$ cat src/rtl/uart_pkg.sv
// uart_pkg: shared state encoding, status bit layout and default addresses for mmio_uart_tx
package uart_pkg;
  typedef enum logic [2:0] {
    IDLE   = 3'd0,
    START  = 3'd1,
    DATA   = 3'd2,
    PARITY = 3'd3,
    STOP   = 3'd4
  } state_t;
  localparam int ST_FULL = 0;
  localparam int ST_EMPTY = 1;
  localparam int ST_ACTIVE = 2;
  localparam int ST_OVF = 3;
  localparam int ST_COUNT_LSB = 8;
  localparam logic [7:0] DEF_TX_ADDR = 8'hFF;
  localparam logic [7:0] DEF_STATUS_ADDR = 8'hFE;
endpackage

$ cat src/rtl/sync_fifo.sv
// sync_fifo: single-clock FIFO; full/empty derived from the occupancy count
module sync_fifo #(
  parameter int WIDTH = 8,
  parameter int DEPTH = 8
) (
  input  logic                       clk,
  input  logic                       rst,
  input  logic                       push,
  input  logic                       pop,
  input  logic [WIDTH-1:0]           wdata,
  output logic [WIDTH-1:0]           rdata,
  output logic                       full,
  output logic                       empty,
  output logic [$clog2(DEPTH):0]     count
);
  localparam int AW = $clog2(DEPTH);
  logic [WIDTH-1:0] mem [DEPTH];
  logic [AW-1:0] wp, rp;
  assign full = count == (AW+1)'(DEPTH);
  assign empty = count == '0;
  assign rdata = mem[rp];
  always_ff @(posedge clk)
    if (push) mem[wp] <= wdata;
  always_ff @(posedge clk) begin
    if (rst) begin
      wp <= '0;
      rp <= '0;
      count <= '0;
    end else begin
      if (push) wp <= wp + 1'b1;
      if (pop) rp <= rp + 1'b1;
      count <= count + (AW+1)'(push) - (AW+1)'(pop);
    end
  end
endmodule

$ cat src/rtl/mmio_uart_tx.sv
// mmio_uart_tx: memory-mapped byte FIFO feeding an 8N1 serial transmitter with a pollable status word.
// Define UART_PARITY_EN to insert an even-parity bit (8E1 frames).
module mmio_uart_tx
  import uart_pkg::*;
#(
  parameter int         CLKS_PER_BIT = 434,
  parameter int         FIFO_DEPTH = 8,
  parameter logic [7:0] TX_ADDR = DEF_TX_ADDR,
  parameter logic [7:0] STATUS_ADDR = DEF_STATUS_ADDR
) (
  input  logic        clock,
  input  logic        clear,
  input  logic [7:0]  addr,
  input  logic [31:0] din,
  input  logic        wren,
  input  logic        rden,
  output logic [31:0] dout,
  output logic        txd,
  output logic        busy
);
  localparam int CW = $clog2(CLKS_PER_BIT);
  localparam int AW = $clog2(FIFO_DEPTH);
`ifdef UART_PARITY_EN
  localparam state_t AFTER_DATA = PARITY;
`else
  localparam state_t AFTER_DATA = STOP;
`endif
  state_t state, state_n;
  logic [CW-1:0] cnt;
  logic [2:0] idx;
  logic [7:0] shift, head;
  logic par, ovf, full, empty, bit_end, pop, wr, acc, drop, st_rd, txd_n;
  logic [AW:0] count;
  logic [31:0] status;
  logic unused_din;
  assign unused_din = ^din[31:8];
  assign bit_end = cnt == CW'(CLKS_PER_BIT - 1);
  assign pop = !empty && (state == IDLE || (state == STOP && bit_end));
  assign wr = wren && addr == TX_ADDR;
  assign acc = wr && (!full || pop);
  assign drop = wr && !acc;
  assign st_rd = rden && addr == STATUS_ADDR;
  sync_fifo #(.WIDTH(8), .DEPTH(FIFO_DEPTH)) u_fifo (
    .clk(clock), .rst(clear), .push(acc), .pop(pop), .wdata(din[7:0]),
    .rdata(head), .full(full), .empty(empty), .count(count)
  );
  always_comb begin
    state_n = state;
    case (state)
      IDLE:    state_n = pop ? START : IDLE;
      START:   state_n = bit_end ? DATA : START;
      DATA:    state_n = (bit_end && idx == 3'd7) ? AFTER_DATA : DATA;
      PARITY:  state_n = bit_end ? STOP : PARITY;
      STOP:    state_n = bit_end ? (pop ? START : IDLE) : STOP;
      default: state_n = IDLE;
    endcase
  end
  always_comb begin
    txd_n = state == START ? 1'b0 : state == DATA ? shift[0] : state == PARITY ? par : 1'b1;
    status = '0;
    status[ST_FULL] = full;
    status[ST_EMPTY] = empty;
    status[ST_ACTIVE] = state != IDLE;
    status[ST_OVF] = ovf;
    status[ST_COUNT_LSB +: 8] = 8'(count);
  end
  // txd is registered from the current state, so the line trails the FSM by one cycle
  always_ff @(posedge clock) begin
    if (clear) begin
      state <= IDLE;
      cnt <= '0;
      idx <= '0;
      shift <= '0;
      par <= 1'b0;
      ovf <= 1'b0;
      txd <= 1'b1;
      busy <= 1'b0;
      dout <= '0;
    end else begin
      state <= state_n;
      txd <= txd_n;
      busy <= count != '0 || state != IDLE;
      cnt <= (pop || bit_end) ? '0 : cnt + 1'b1;
      if (pop) begin
        shift <= head;
        par <= ^head;
        idx <= '0;
      end else if (state == DATA && bit_end) begin
        shift <= shift >> 1;
        idx <= idx + 1'b1;
      end
      ovf <= drop || (ovf && !st_rd);
      if (rden) dout <= st_rd ? status : '0;
    end
  end
endmodule
$ cat config.mk
export PLATFORM = sky130hd
export DESIGN_NAME = mmio_uart_tx
export DESIGN_NICKNAME = d
export VERILOG_FILES = /design/src/rtl/uart_pkg.sv /design/src/rtl/sync_fifo.sv /design/src/rtl/mmio_uart_tx.sv
export SDC_FILE = /design/constraint.sdc
export NUM_CORES = 1
export LEC_CHECK = 0
export ABC_AREA = 0
export BUFFER_PORTS_ARGS = -buffer_cell sky130_fd_sc_hd__buf_2
export CAP_MARGIN = 20
export CORE_UTILIZATION = 50
export CTS_CLUSTER_DIAMETER = 80
export DETAILED_ROUTE_END_ITERATION = 10
export PLACE_DENSITY = 0.78
export SYNTH_ARGS = -nofsm -noshare
export SYNTH_HDL_FRONTEND = slang
export SYNTH_SLANG_ARGS = --single-unit
$ cat constraint.sdc
create_clock -name clock -period 3.9 [get_ports clock]
set_clock_uncertainty 0.1 [all_clocks]
set_input_delay 0.39 -clock clock [delete_from_list [all_inputs] [get_ports clock]]
set_output_delay 0.39 -clock clock [all_outputs]
set_load 0.02 [all_outputs]
## Word-level counts from Yosys, hierarchy flattened

Memories as Yosys holds them, arrays and structs flattened. A register that Yosys moved wholly into a read port is not among the register bits.
Cells that the tools add are included.

- Add/sub/neg operators: 6
- Eq/ne operators: 9
- Multiplexer cells: 16
- Reductions and logical operators: 26

Operator list:

| cell | count |
|---|---|
| == test 8 bit, second input constant | 2 |
| two-way mux 8 bit | 2 |
| two-way mux 3 bit | 5 |
| case mux 3 bit (5 select lines) | 1 |
| two-way mux 12 bit | 1 |
| adder 3 x 1 -> 3 bit, second input constant | 3 |
| adder 9 x 1 -> 9 bit, second input constant | 1 |
| == test 9 bit, second input constant | 1 |
| logical AND 1 bit | 9 |
| parity 8 bit | 1 |
| == test 3 x 2 -> 1 bit, second input constant | 2 |
| == test 3 bit, second input constant | 2 |
| two-way mux 1 bit | 6 |
| logical OR 1 bit | 5 |
| adder 4 x 1 -> 4 bit | 1 |
| == test 4 bit, second input constant | 1 |
| logical NOT 1 bit | 4 |
| logical NOT 4 bit | 1 |
| nonzero test 4 bit | 1 |
| OR reduction 2 bit | 2 |
| subtractor 4 x 1 -> 4 bit | 1 |
| == test 3 x 1 -> 1 bit, second input constant | 1 |
| logical NOT 3 bit | 1 |
| nonzero test 3 bit | 1 |
| other kinds (2) | 2 |

- Bits in registers: 69
- Memory bits (writable): 64
- Input bits: 44
- Output and inout port bits: 34
- Logic and storage cells: 70
- Memories: 1

Memory list:

| memory | depth | width | read ports | clocked after Yosys merged registers in | wr ports | line | text |
|---|---|---|---|---|---|---|---|
| u_fifo.mem | 8 | 8 | 1 | 1 | 1 | sync_fifo.sv:17 | `logic [WIDTH-1:0] mem [DEPTH];` |

## Longest topological paths before layout

Gate-level depths: netlist of run 1.

- Depth in word-level cells: 9
- Mapped depth: 13
- Gate-level depth less buffers: 13

## By module

Synthesis of run 1 repeated with hierarchy kept, for this count alone.

- Cell total of the unflattened synthesis: 365
- Area total of the unflattened synthesis: 4924.7 um^2

By module, submodules not included:

| module | times used | cells an instance | area each (um^2) | sequential area each (um^2) |
|---|---|---|---|---|
| sync_fifo | 1 | 163 | 3098.0 | 2182.1 |
| mmio_uart_tx | 1 | 202 | 1826.8 | 700.7 |

## Least setup slack after synthesis of run 1

Ideal clock, no wire load.

- Path kind: flip-flop to flip-flop
- Start point: register cnt[0]
- End point: memory u_fifo.mem[0][0], enable pin
- Setup time: 0.395 ns
- Data arrival time: 2.345 ns
- Data required time: 3.405 ns
- Path slack: 1.060 ns
- Stages on the path, launching flop included: 7
- Buffers on the path: 0
- Period minus slack after synthesis: 2.840 ns
- Cells stage by stage: dfxtp_1 ha_1 and4b_1 nand4_1 a21oi_1 o21ai_1 nor4_1

- Longest elaborated chain between the ends: 8

Ends and longest elaborated chain:

| element | line | text |
|---|---|---|
| start: declaration | mmio_uart_tx.sv:29 | `logic [CW-1:0] cnt;` |
| start signal: assignment | mmio_uart_tx.sv:83 | `cnt <= (pop \|\| bit_end) ? '0 : cnt + 1'b1;` |
| == test 9 bit | mmio_uart_tx.sv:37 | `assign bit_end = cnt == CW'(CLKS_PER_BIT - 1);` |
| logical AND 1 bit | mmio_uart_tx.sv:38 | `assign pop = !empty && (state == IDLE \|\| (state == STOP && bit_end));` |
| logical OR 1 bit | mmio_uart_tx.sv:38 |  |
| logical AND 1 bit | mmio_uart_tx.sv:38 |  |
| logical OR 1 bit | mmio_uart_tx.sv:40 | `assign acc = wr && (!full \|\| pop);` |
| logical AND 1 bit | mmio_uart_tx.sv:40 |  |
| two-way mux 1 bit | sync_fifo.sv:23 | `if (push) mem[wp] <= wdata;` |
| two-way mux 1 bit (implied by the code) | sync_fifo.sv:23 |  |
| end: declaration | sync_fifo.sv:17 |  |

Every way passes these cells.

## Worst setup path after layout of run 1

- Start point: register cnt[0]
- End point: register u_fifo.count[2]

- Longest elaborated chain between the ends: 8

Ends and longest elaborated chain:

| element | line | text |
|---|---|---|
| == test 9 bit | mmio_uart_tx.sv:37 |  |
| logical AND 1 bit | mmio_uart_tx.sv:38 |  |
| logical OR 1 bit | mmio_uart_tx.sv:38 |  |
| logical AND 1 bit | mmio_uart_tx.sv:38 |  |
| logical OR 1 bit | mmio_uart_tx.sv:40 |  |
| logical AND 1 bit | mmio_uart_tx.sv:40 |  |
| named net acc | mmio_uart_tx.sv:32 | `logic par, ovf, full, empty, bit_end, pop, wr, acc, drop, st_rd, txd_n;` |
| adder 4 x 1 -> 4 bit | sync_fifo.sv:32 | `count <= count + (AW+1)'(push) - (AW+1)'(pop);` |
| subtractor 4 x 1 -> 4 bit | sync_fifo.sv:32 |  |
| end signal: assignment | sync_fifo.sv:32 |  |
| end: declaration | sync_fifo.sv:14 | `output logic [$clog2(DEPTH):0] count` |

The timed path passes the listed nets, and every way through them passes these cells.
A chain may end at the register's enable or synchronous reset.

==> results.yml, run 1 <==
outcome:
  outcome: "finished clean"
floorplan:
  die_x_um: 99.8
  placementRows: 35
  die_h_um: 99.8
  start_util: 0.517
  dieArea_um2: 9960
  core_um2: 9240
  io_pins: 78
worst_setup_path:
  endpoint_kind: "flip-flop"
  crit_fanout: 9
  critPathArrivalTime_ps: 3160
  worst-r2r-cell-count: 11
  startpoint_type: "flip-flop"
  required_ps: 4050
  critical_path_class: "reg2reg"
power:
  ir_drop_v: 0.000328
  p_sw_mw: 0.918
  clkPwrFrac: 0.227
  p_sw_frac: 0.317
  power_frac_seq: 0.499
  power_per_cell_area_nw_per_um2: 559
  comb_power_share: 0.274
  p_int_mw: 1.98
  leakage_nw: 1.90
  power_mw: 2.90
layout:
  nets: 450
  antennaDiodeCount: 0
  final_common_cell: "edfxtp_1"
  layout_common_cells: "edfxtp_1 (64), dfxtp_1 (48), nor2_1 (44)"
  drive_gt1_frac: 0.185
  utilization: 0.560
  area_growth_syn_to_layout_pct: 8.32
timing:
  setup-violations-final: 0
  fmax_mhz: 332
  maxSlewViolCount: 0
  slew_headroom: 0.306
  rsz0062_at_grt: "no"
  hold_slack_ps: 163
  setup_tns_ps: 0
  hold_viol_final: 0
  period_needed_ps: 3010
  timing.final.crit_share: 0.772
  tightest_slew_ps: 1040
clock_network:
  cts_buffers: 9
  ctsRootBufferMaster: "clkbuf_8"
  cts_tree: "built"
  cts_max_level: 3
  postCtsSetupBuffers: 0
  path_clk_slew_ps: 110
  numClockSinks: 112
  cts_buffer_depth: 2
  worst_skew_pair.late_latency_ps: 380
  post_cts_resized: 0
  hold_buffers: 0
synth:
  synthAdderAreaFrac: 0.0330
  synthSimpleGateAreaFrac: 0.0945
  syn_avg_cell_area_um2: 13.4
  synth_top_family_by_area: "multiplexers"
  ys_seq_area_frac: 0.603
  synthMuxAreaShare: 0.107
  netlist_area_um2: 4780
  ys_ff_latch: 112
  postSynthCellCount: 357
  synth.distinct_cells: 51
  synth_compound_area_frac: 0.0557
  synthXorXnorAreaFrac: 0.0411
  yosysWarnings: 0
placement:
  port_buffers: 29
  place_congestion: 0.768
  place.detailed.hpwl_um: 5190
route:
  wirelength_um: 7770
  ant_nets: 0
  wl_per_cell_um: 14.7
  routed_via_density: 5.17
  drt_iter0_markers: 131
  drc: 0
  via_count: 2729
  first_pass_iters: 4
global_route:
  grt_pass1_vias: 2648
  antenna_found_initial: 0
  grt-ovfl-total: 0
  track_usage: 0.170
  grt_max_degree: 40
  grt_pass1_wl_um: 12700
hold_path:
  holdPathStages: 1
  hp-class: "in2reg"
run:
  maxCapViolations: 0
==> critical path, cell delays in order (launching register included) <==
cell	delay, ps
dfxtp_1	380
ha_1	150
and4b_1	190
nand4_1	350
a21oi_2	490
o21ai_1	270
inv_2	170
ha_1	190
inv_1	60
fa_1	370
xor2_1	140
nor2_1	50
==> kinds of logic after synthesis <==
logic type	Yosys count
flip-flops	112
AND/OR/NAND/NOR	99
buffers and inverters	47
AO/OA/AOI/OAI	39
multiplexers	27
XOR/XNOR	20
adder cells (fa/ha/maj)	12
other	1
==> sequential cells by signal, indices dropped and copies added (netlist names), 4 cells and up, named ones only <==
signal        cells
dout              8
u_fifo.mem       64
u_fifo.count      4
cnt               9
shift             8
==> stage by stage <==
step	setup WS [ps]	instances	area (um2)
3_5_place_dp	865	512	4990
2_1_floorplan	1060	380	4870
4_1_cts	864	528	5180
5_1_grt	611	528	5180
6_report	889	528	5180
3_3_place_gp	963	512	4990
==> cell type report <==
cell class	count	area [um2]
multi-input combinational	221	1680
clock inverter	7	67.6
timing repair buffer	40	228
clock buffer	9	124
fill	735	4060
sequential	112	2880
inverter	10	37.5
tap	129	161
==> power groups by stage <==
| stage | sequential (mW) | clock, mW | combinational [mW] |
|---|---|---|---|
| after CTS | 1.44 | 0.669 | 0.801 |
| after global placement | 1.47 | 0 | 0.765 |
| after floorplan | 1.43 | 0 | 0.720 |
| final | 1.44 | 0.658 | 0.794 |
| after detailed placement | 1.47 | 0 | 0.788 |
| after global routing | 1.46 | 0.718 | 0.877 |
==> synth_stat cells, drive strengths merged <==
library cell / n / area share
mux4: 16 / 0.082
o211ai: 1 / 0.0016
a211o: 1 / 0.0018
o21ai: 2 / 0.0021
inv: 9 / 0.0071
a21oi: 12 / 0.013
nor2: 44 / 0.035
xnor2: 12 / 0.024
mux2i: 5 / 0.010
nand2: 22 / 0.017
a211oi: 4 / 0.0073
nand3: 4 / 0.0042
nand4: 1 / 0.0013
edfxtp: 64 / 0.40
xnor3: 1 / 0.0047
and4b: 1 / 0.0021
nand2b: 4 / 0.0052
o31ai: 1 / 0.0016
mux2: 6 / 0.015
o31a: 1 / 0.0018
and4: 2 / 0.0037
a31oi: 2 / 0.0026
nor2b: 3 / 0.0039
nor4: 1 / 0.0013
nor3: 9 / 0.0094
a21o: 1 / 0.0016
dfxtp: 48 / 0.20
nor3b: 4 / 0.0063
clkbuf: 7 / 0.0055
ha: 11 / 0.029
fa: 1 / 0.0042
a22oi: 10 / 0.016
a41oi: 1 / 0.0018
a32oi: 2 / 0.0037
and2: 2 / 0.0026
buf: 30 / 0.052
xor2: 7 / 0.013
o21bai: 1 / 0.0016
and3: 2 / 0.0026
clkinv: 1 / 0.00078
conb: 1 / 0.00078
==> worst paths after layout <==
kind | startpoint | endpoint | slack, ps
max | cnt[0] | u_fifo.count[2] | 890
min | din[7] | u_fifo.mem[5][7] | 160
max reg2reg | cnt[0] | u_fifo.count[2] | 890
min reg2reg | shift[4] | shift[4] | 370
==> layer usage <==
metal / vias to the layer above / GRT usage / share of wire
met1: 1327 / 0.206 / 0.44
met2: 63 / 0.294 / 0.50
met5: - / 0 / 0
met3: 15 / 0.0383 / 0.035
met4: 0 / 0.0701 / 0.020
li1: 1324 / - / -
No activity file was read; power rests on OpenSTA's default activity.
==> inputs of run 2 (changes only) <==
==> constraint.sdc (replaced) <==
create_clock -name clock -period 3 [get_ports clock]
set_clock_uncertainty 0.1 [all_clocks]
set_input_delay 0.3 -clock clock [delete_from_list [all_inputs] [get_ports clock]]
set_output_delay 0.3 -clock clock [all_outputs]
set_load 0.02 [all_outputs]
==> run 2 against run 1 <==
Against the previous run:
- combinational power up 36%
- clock-buffer cell count is 1 higher
- worst hold slack got worse by 75 ps
- global-route usage grew 0.49 points
- largest power group unchanged
==> results.yml, run 2 (synthesis results as in run 1) <==
outcome:
  outcome: "finished clean"
placement:
  place_congestion: 0.787
  placedCellCount: 517
  port_buffers: 29
  dpl_worst_slack_ps: 364
  place.detailed.hpwl_um: 5330
route:
  via_count: 2737
  ant_nets: 0
  first_pass_iters: 4
  drc: 0
  routed_via_density: 5.14
  wl_per_cell_um: 14.8
  drt_iter0_markers: 86
  wirelength_um: 7910
global_route:
  grt_max_degree: 40
  grt_pass1_wl_um: 13100
  antenna_found_initial: 0
  grt_pass1_vias: 2671
  track_usage: 0.175
  grt-ovfl-total: 0
power:
  power_per_cell_area_nw_per_um2: 722
  ir_drop_v: 0.000459
  leakage_nw: 1.92
clock_network:
  cts_buffers: 9
  cts_buffer_depth: 2
  cts_tree: "built"
  numClockSinks: 112
  post_cts_resized: 0
  ctsRootBufferMaster: "clkbuf_8"
  postCtsSetupBuffers: 0
  hold_buffers: 0
  path_clk_slew_ps: 120
  worst_skew_pair.late_latency_ps: 370
  cts_max_level: 3
floorplan:
  die_h_um: 99.8
  placementRows: 35
  io_pins: 78
  start_util: 0.517
  dieArea_um2: 9960
  core_um2: 9240
  die_x_um: 99.8
timing:
  hold_viol_final: 0
  rsz0062_at_grt: "no"
  setup_ws_ps: 348
  fmax_mhz: 377
  tightest_slew_ps: 719
  maxSlewViolCount: 0
  setup-violations-final: 0
  timing.final.crit_share: 0.884
  slew_headroom: 0.521
  setup_tns_ps: 0
  period_needed_ps: 2650
  hold_slack_ps: 87.2
layout:
  layout_common_cells: "edfxtp_1 (64), dfxtp_1 (48), nor2_1 (44)"
  drive_gt1_frac: 0.193
  nets: 455
  final_common_cell: "edfxtp_1"
  multi_input_area_um2: 1680
  largest_reg_flops: 64
  registers.top_by_ff_count: "u_fifo.mem"
  top_regs: "u_fifo.mem: 64 flops, cnt: 9 flops"
  utilization: 0.564
  area_growth_syn_to_layout_pct: 9.03
  seqCellArea_um2: 2880
  finish.cell_count_without_fillers: 533
  fill_cells: 732
  antennaDiodeCount: 0
worst_setup_path:
  startpoint_type: "flip-flop"
  crit_fanout: 6
  required_ps: 3140
  critical_path_class: "reg2reg"
  critPathArrivalTime_ps: 2790
  endpoint_kind: "flip-flop"
hold_path:
  hp-class: "in2reg"
run:
  maxCapViolations: 0
## run 2: cell types whose count changed in the layout (fill, tap and decap cells not counted), sizes merged
cell    before  now
buf         40   45
clkbuf       9   10
inv         12   11
## run 2: worst paths after layout
check	slack, ps	from	to	cells past startpoint
max	350	u_fifo.count[2]	u_fifo.count[2]	11
min	90	din[7]	u_fifo.mem[6][7]	1
max reg2reg	350	u_fifo.count[2]	u_fifo.count[2]	11
min reg2reg	360	shift[1]	shift[1]	2
## run 2: worst max-delay path, cell delays in order, from the launching register on
cell     delay [ps]
dfxtp_1         350
inv_1            80
ha_1            250
a211o_1         300
a21oi_2         250
o21ai_1         240
inv_2           160
ha_1            180
inv_1            60
fa_1            370
xor2_1          140
nor2_1           50
## run 2: through the flow
step	area (um2)	power, mW
2_1_floorplan	4870	2.79
3_3_place_gp	5020	2.93
3_5_place_dp	5020	2.96
4_1_cts	5210	3.79
5_1_grt	5210	3.98
6_report	5210	3.76
## run 2: routing by layer
metal / share of wire / global-route usage / up-vias
li1: - / - / 1336
met1: 0.45 / 0.218 / 1332
met2: 0.51 / 0.300 / 63
met3: 0.035 / 0.0439 / 6
met4: 0.0080 / 0.0577 / 0
met5: 0 / 0 / -
## run 2: power by group
| part | switching [mW] | internal (mW) | leakage [nW] | total [mW] |
|---|---|---|---|---|
| Combinational | 0.560 | 0.525 | 0.860 | 1.08 |
| Sequential | 0.0991 | 1.74 | 0.966 | 1.84 |
| Clock | 0.515 | 0.320 | 0.0942 | 0.835 |
## run 2: area by class of cell
cell class	count	share of cell area
sequential	112	0.553
multi-input combinational	221	0.322
timing repair buffer	45	0.0509
tap	129	0.0310
clock buffer	10	0.0245
clock inverter	6	0.0115
inverter	10	0.00720
==> inputs of run 3 (changes only) <==
--- a/config.mk
+++ b/config.mk
@@ -12,6 +12,7 @@
 export CTS_CLUSTER_DIAMETER = 80
 export DETAILED_ROUTE_END_ITERATION = 10
 export PLACE_DENSITY = 0.78
+export SETUP_SLACK_MARGIN = 0.4
 export SYNTH_ARGS = -nofsm -noshare
 export SYNTH_HDL_FRONTEND = slang
 export SYNTH_SLANG_ARGS = --single-unit
==> run 3 against run 2 <==
Against the previous run:
- worst setup slack better by 140 ps
- sequential share of layout area is 0.76 points lower
- utilization is 0.79 points higher
- final area is 1.4% higher
- register-to-register slack better by 140 ps
- critical endpoint unchanged
- largest cell class unchanged
==> results.yml, run 3 (synthesis results as in run 1) <==
layout:
  registers.top_by_ff_count: "u_fifo.mem"
  largest_reg_flops: 64
  layout_common_cells: "edfxtp_1 (64), dfxtp_1 (48), nor2_1 (44)"
  top_regs: "u_fifo.mem: 64 flops, cnt: 9 flops"
  nets: 457
  final_common_cell: "edfxtp_1"
  utilization: 0.572
  antennaDiodeCount: 0
  drive_gt1_frac: 0.207
  area_growth_syn_to_layout_pct: 10.5
route:
  via_count: 2742
  wl_met2_um: 4020
  highest_layer: "met4"
  routed-wl-met3_um: 344
  drt_iter0_markers: 110
  ant_nets: 0
  routed_via_density: 5.13
  wirelength_um: 7940
  drc: 0
  met1_length_um: 3500
  wl_per_cell_um: 14.8
  first_pass_iters: 4
global_route:
  grt_max_degree: 40
  track_usage: 0.174
  grt_pass1_vias: 2660
  antenna_found_initial: 0
  grt-ovfl-total: 0
  grt_pass1_wl_um: 12900
hold_path:
  min_from: "din[4]"
  hp-class: "in2reg"
worst_setup_path:
  critical_path_class: "reg2reg"
  slowest_stage: "fa_1"
  cp-startpoint: "u_fifo.count[2]"
  crit_fanout: 6
  slowest_delay_ps: 390
  crit_path_frequent_cell: "inv_1"
  path_cells: "inv_1 > ha_2 > a211o_1 > a21oi_4 > o21ai_4 > inv_2 > ha_1 > inv_1 > fa_1 > xor2_1 > nor2_1"
  endpoint_kind: "flip-flop"
  path_delay_family: "adder cells"
  startpoint_type: "flip-flop"
  worstPathBufferInverterCount: 3
  required_ps: 3140
  r2r-start: "u_fifo.count[2]"
  critPathArrivalTime_ps: 2650
timing:
  hold_viol_final: 0
  slew_headroom: 0.519
  timing.final.crit_share: 0.836
  period_needed_ps: 2510
  tightest_slew_ps: 722
  setup_tns_ps: 0
  maxSlewViolCount: 0
  setup-violations-final: 0
  rsz0062_at_grt: "yes"
  fmax_mhz: 399
clock_network:
  cts_max_level: 3
  cts_buffers: 9
  worst_skew_pair.late_latency_ps: 370
  path_clk_slew_ps: 110
  cts_buffer_depth: 2
  numClockSinks: 112
  hold_buffers: 0
  cts_tree: "built"
  ctsRootBufferMaster: "clkbuf_8"
floorplan:
  start_util: 0.517
  die_x_um: 99.8
  io_pins: 78
  dieArea_um2: 9960
  placementRows: 35
  core_um2: 9240
  die_h_um: 99.8
placement:
  place_congestion: 0.771
  place.detailed.hpwl_um: 5190
  port_buffers: 29
outcome:
  outcome: "finished clean"
run:
  maxCapViolations: 0
power:
  leakage_nw: 1.95
  ir_drop_v: 0.000379
  power_per_cell_area_nw_per_um2: 737
[run 3: final timing paths]
check | slack, ps | depth (start not counted) | endpoint
setup reg to reg | 490 | 11 | u_fifo.count[2]
hold / removal | 90 | 1 | u_fifo.mem[4][4]
setup / recovery | 490 | 11 | u_fifo.count[2]
hold reg to reg | 370 | 2 | shift[1]
[run 3: repair_timing]
| item | 4_1_cts | 5_1_grt |
|---|---|---|
| setup buffers | 0 | 1 |
| setup endpoints to repair | 3 | 4 |
| gates resized for setup | 1 | 4 |
| pin swaps | 0 | 3 |
[run 3: power by group]
part | leakage (nW) | internal (mW) | switching [mW]
combinational | 0.879 | 0.540 | 0.587
sequential | 0.966 | 1.74 | 0.103
clock | 0.105 | 0.401 | 0.517
total | 1.95 | 2.69 | 1.21
[run 3: per-layer routing]
metal / up-vias / GRT usage
met3: 7 / 0.0501
met4: 0 / 0.0701
met5: - / 0
met2: 77 / 0.299
met1: 1321 / 0.207
li1: 1337 / -
[run 3: metrics by stage]
stage               hold WS [ps]  cells  total power [mW]  instance area, um2  worst slack (ps)
floorplan                    299    380              2.79                4880               338
global placement             342    518              2.93                5040               435
detailed placement           354    518              2.97                5040               364
CTS                         70.4    534              3.90                5260               415
global route                71.8    535              4.11                5290               352
finish                      89.0    535              3.89                5290               492
[run 3: layout make-up]
cell class / count / area [um2]
fillers: 736 / 3960
multi-input cells: 221 / 1710
repair buffers: 47 / 284
flip-flops and latches: 112 / 2880
well taps: 129 / 161
clock inverters: 7 / 85.1
inverters: 10 / 37.5
clock buffers: 9 / 124
